<file path="src/rtl/addsub_serial.sv">
`default_nettype none
// ============================================================================
// Module      : addsub_serial
// Description : Bit-serial (LSB-first) add/subtract unit, one bit per clock.
//               Optional macro ADDSUB_OVF_DETECT_EN enables the signed
//               overflow flag; otherwise o_ovf is tied low.
// Revision    : 1.0 - initial release
// ============================================================================
module addsub_serial #(
    parameter int WIDTH = 8
) (
    input  logic             clk,
    input  logic             rst,
    input  logic             i_start,
    input  logic             i_m,
    input  logic             i_cin,
    input  logic [WIDTH-1:0] i_a,
    input  logic [WIDTH-1:0] i_b,
    output logic             o_busy,
    output logic             o_done,
    output logic [WIDTH-1:0] o_result,
    output logic             o_cout,
    output logic             o_ovf
);

    localparam int c_cnt_w = $clog2(WIDTH);
    localparam logic [c_cnt_w-1:0] c_last_bit = c_cnt_w'(WIDTH - 1);

    typedef enum logic [1:0] {
        IDLE = 2'd0,
        RUN  = 2'd1,
        DONE = 2'd2
    } state_t;

    state_t             r_state;
    state_t             w_state_nxt;
    logic               w_accept;
    logic               w_last;

    logic [WIDTH-1:0]   r_a;
    logic [WIDTH-1:0]   r_b;
    logic               r_m;
    logic               r_c;
    logic [c_cnt_w-1:0] r_cnt;
    logic [WIDTH-1:0]   r_work;
    logic [WIDTH-1:0]   r_result;
    logic               r_cout;

    logic               w_ai;
    logic               w_bi;
    logic               w_sum;
    logic               w_cnext;
    logic [WIDTH-1:0]   w_work_nxt;

    always_comb begin
        w_state_nxt = r_state;
        w_accept    = 1'b0;
        w_last      = 1'b0;
        case (r_state)
            IDLE: begin
                if (i_start) begin
                    w_state_nxt = RUN;
                    w_accept    = 1'b1;
                end
            end
            RUN: begin
                if (r_cnt == c_last_bit) begin
                    w_state_nxt = DONE;
                    w_last      = 1'b1;
                end
            end
            DONE: begin
                if (i_start) begin
                    w_state_nxt = RUN;
                    w_accept    = 1'b1;
                end else begin
                    w_state_nxt = IDLE;
                end
            end
            default: w_state_nxt = IDLE;
        endcase
    end

    // One full-adder slice; b is pre-inverted and carry pre-set for subtract.
    always_comb begin
        w_ai                = r_a[r_cnt];
        w_bi                = r_b[r_cnt];
        w_sum               = w_ai ^ w_bi ^ r_c;
        w_cnext             = (w_ai & w_bi) | ((w_ai ^ w_bi) & r_c);
        w_work_nxt          = r_work;
        w_work_nxt[r_cnt]   = w_sum;
    end

    always_ff @(posedge clk or posedge rst) begin
        if (rst) begin
            r_state  <= IDLE;
            r_a      <= '0;
            r_b      <= '0;
            r_m      <= 1'b0;
            r_c      <= 1'b0;
            r_cnt    <= '0;
            r_work   <= '0;
            r_result <= '0;
            r_cout   <= 1'b0;
        end else begin
            r_state <= w_state_nxt;
            if (w_accept) begin
                r_a    <= i_a;
                r_b    <= i_b ^ {WIDTH{i_m}};
                r_m    <= i_m;
                r_c    <= i_cin ^ i_m;
                r_cnt  <= '0;
                r_work <= '0;
            end else if (r_state == RUN) begin
                r_c    <= w_cnext;
                r_work <= w_work_nxt;
                r_cnt  <= r_cnt + 1'b1;
                if (w_last) begin
                    r_result <= w_work_nxt;
                    r_cout   <= w_cnext ^ r_m;
                end
            end
        end
    end

`ifdef ADDSUB_OVF_DETECT_EN
    logic r_ovf;

    // During the last RUN cycle r_c is the carry into the MSB.
    always_ff @(posedge clk or posedge rst) begin
        if (rst) begin
            r_ovf <= 1'b0;
        end else if (r_state == RUN && w_last) begin
            r_ovf <= r_c ^ w_cnext;
        end
    end

    assign o_ovf = r_ovf;
`else
    assign o_ovf = 1'b0;
`endif

    assign o_busy   = (r_state == RUN);
    assign o_done   = (r_state == DONE);
    assign o_result = r_result;
    assign o_cout   = r_cout;

endmodule
`default_nettype wire

</file>
<file path="config.mk">
export PLATFORM = sky130hd
export DESIGN_NAME = addsub_serial
export DESIGN_NICKNAME = d
export VERILOG_FILES = /design/src/rtl/addsub_serial.sv
export SDC_FILE = /design/constraint.sdc
export NUM_CORES = 1
export LEC_CHECK = 0
export ABC_AREA = 1
export CAP_MARGIN = 20
export CORE_MARGIN = 1.5
export CORE_UTILIZATION = 40
export DETAILED_ROUTE_END_ITERATION = 8
export GPL_ROUTABILITY_DRIVEN = 0
export PLACE_DENSITY = 0.73
export SYNTH_ARGS = -nofsm -noshare
export SYNTH_HDL_FRONTEND = slang
export SYNTH_SLANG_ARGS = --single-unit
</file>
<file path="constraint.sdc">
create_clock -name clk -period 2.15 [get_ports clk]
set_input_delay 0.3225 -clock clk [delete_from_list [all_inputs] [get_ports clk]]
set_output_delay 0.3225 -clock clk [all_outputs]
set_load 0.005 [all_outputs]
</file>
==> impl_metrics.ini <==
[route]
wl_per_cell_um = 10.79
detail-route-antenna-nets = 0
routed_wl_um = 3939
initialDrtViolationCount = 122
drt_drc_violations_left = 0
num_vias = 1712
dr.pass1.iters = 4
avgViaCountPerCell = 4.690

[logic_synthesis]
async_flop_share = 1.000
synth_edf_count = 0
synthTopCellsByArea = dfrtp_1 48%, nand2_1 20%, nand3_1 7.9%, xnor2_1 3.8%, o21ai_0 3.6%
synth_common_cells = 110 x nand2_1, 40 x dfrtp_1, 33 x nand3_1
ys_seq_elements = 40
synth.avg_cell_area_um2 = 7.993
synth_top_area_cell = dfrtp_1
ys_types = 22
ys_seq_area_frac = 0.4816
synth_fp_nets = 284
synth_top_area_share = 0.4816
ys.warnings.count = 0
netlist_instances = 260
synth_most_common_cell = nand2_1
syn-cell-area_um2 = 2078
synthFlopType = dfrtp_1

[place]
dp_hpwl_um = 2930
io_buffers = 31
preCtsSetupSlack_ns = 0.05997

[clock_network]
clkTransAtPathRegs_ns = 0.08
cts_buffers = 5
cts_tree = done
cts_resized = 0
clk_latency_ns = 0.29
clockBufferDepth = 2
clockRootBuffer = clkbuf_8
cts.htree.levels = 2
clkSinkCount = 40
post-cts-setup-buffer-count = 0
holdBufCountCts = 0

[timing]
holdWs_ns = 0.4438
relSlewSlack = 0.6434
setup_ws_ns = 0.1636
fmax_ghz = 0.5034
setup_viol = 0
skew_ns = 0.005234
period_needed_ns = 1.986
hold_viol_final = 0
setup_tns_ns = 0
period_share = 0.9239
slew_violations = 0
grt_setup_unrepaired = false
worst_slew_pin_slew_ns = 0.5332

[worst_setup_path]
slowest_stage = dfrtp_2
crit_path_end_kind = flip-flop
critPathKind = reg -> reg
cp_cell_sequence = buf_4 -> nand2_1 -> nand2_1 -> nand2_1 -> nand2_1 -> nand2_1 -> nand2_1 -> fa_1 -> inv_2 -> nand4_1 -> nand3_1 -> o21ai_0
slowest_delay_ns = 0.47
start_kind = flip-flop
worst_ep_required_time_ns = 2.32
worst-path-max-fanout = 8
crit_arrival_ns = 2.16
cp_common_cell = nand2_1

[grt]
grt_pass1_vias = 1615
grt_util_all_layers = 0.1667
grt_max_degree = 41
overflow = 0
grt_antenna_before_repair = 0
grt_pass1_wl_um = 7148

[die]
ioPinCount = 33
dieArea_um2 = 5637
die-height_um = 75.08
coreArea_um2 = 5042
fp-row-count = 26
die_w_um = 75.08
start_util = 0.4122

[min_path]
hold_path_class = in -> async

[final_layout]
syn2layout_area_growth_pct = 23.90
final_nets = 318
drive_above_1_share = 0.09492
fill_cells = 504
diodes = 0
seq_area_um2 = 1002
multi_input_area_um2 = 888.4
post-route-util = 0.5107

[outcome]
status = finished clean

[power_and_ir_drop]
pwr_density_cell_nw_per_um2 = 1480
ir_worst_vdd_mv = 0.5897
finalPower_w = 0.003810
p_leak_nw = 1.301

[job]
maxCapViolations = 0
-- layer usage --
| layer | vias up | share of wire | track usage | routed length, µm |
|---|---|---|---|---|
| met3 | 5 | 0.044 | 0.04016 | 174 |
| met5 | - | 0 | 0 | 0 |
| met1 | 765 | 0.48 | 0.2174 | 1882 |
| met4 | 0 | 0.0091 | 0.04242 | 36 |
| li1 | 896 | - | - | - |
| met2 | 46 | 0.47 | 0.2793 | 1846 |
-- placed cells by master, fill, tap and decap left out, drive strengths merged --
master / count
nand2: 111
dfrtp: 40
nand3: 33
clkdlybuf4s50: 31
o21ai: 18
inv: 17
buf: 12
xnor2: 9
nand4: 8
clkbuf: 7
ha: 2
nor2: 2
clkinv: 1
xor2: 1
fa: 1
conb: 1
bufinv: 1
-- where the power goes --
group | internal (W) | switching (W) | leakage, nW
clock | 0.000409 | 0.000252 | 0.0645
sequential | 0.00111 | 0.000225 | 0.496
combinational | 0.000771 | 0.00104 | 0.740
-- layout make-up --
cell class              instances  area share
well taps                      70     0.03401
inverters                      18     0.02721
flip-flops and latches         40      0.3892
repair buffers                 43      0.1555
clock inverters                 1     0.01166
clock buffers                   7     0.03741
multi-input cells             186      0.3450
-- registers in the layout, summed over array words and instances (netlist names) --
register / count
o_cout: 1
o_result: 8
r_a: 8
r_b: 8
r_c: 1
r_cnt: 3
r_m: 1
r_state: 2
r_work: 8
-- cell families (layout without fill, tap and decap cells) --
family | after synthesis | in the layout | synth area share
and+or+nand+nor | 154 | 154 | 0.3149
adders and majority gates | 3 | 3 | 0.02167
AOI/OAI and AO/OA | 18 | 18 | 0.04696
DFF | 40 | 40 | 0.4816
xor gates and xnor gates | 10 | 10 | 0.04215
buffers and inverters | 34 | 69 | 0.09090
other | 1 | 1 | 0.001804
-- worst max-delay path: cells and delay by family (launching register included) --
family                     cells  cell delay [ns]
adders and majority gates      1             0.46
buffers and inverters          2             0.30
DFF                            1             0.47
and+or+nand+nor                8             0.55
AOI/OAI and AO/OA              1             0.09
-- final timing paths --
path / to / startpoint / slack (ns) / depth (start not counted)
min in group clk: r_work[2]$_DFFE_PP0P_ / r_work[2]$_DFFE_PP0P_ / 0.48 / 2
max in group asynchronous: r_cnt[0]$_DFFE_PP0P_ / rst / 1.33 / 3
worst min-delay path: r_work[3]$_DFFE_PP0P_ / rst / 0.44 / 3
worst min register to register: r_work[2]$_DFFE_PP0P_ / r_work[2]$_DFFE_PP0P_ / 0.48 / 2
worst max-delay path: r_work[3]$_DFFE_PP0P_ / r_cnt[0]$_DFFE_PP0P_ / 0.16 / 12
worst max register to register: r_work[3]$_DFFE_PP0P_ / r_cnt[0]$_DFFE_PP0P_ / 0.16 / 12
-- per-stage QoR --
| stage | instances | area (µm²) |
|---|---|---|
| finish | 365 | 2575 |
| floorplan | 260 | 2078 |
| CTS | 365 | 2574 |
| global placement | 357 | 2447 |
| global route | 365 | 2575 |
| detailed placement | 357 | 2447 |
Note: power is estimated with default switching activity, not from simulation.
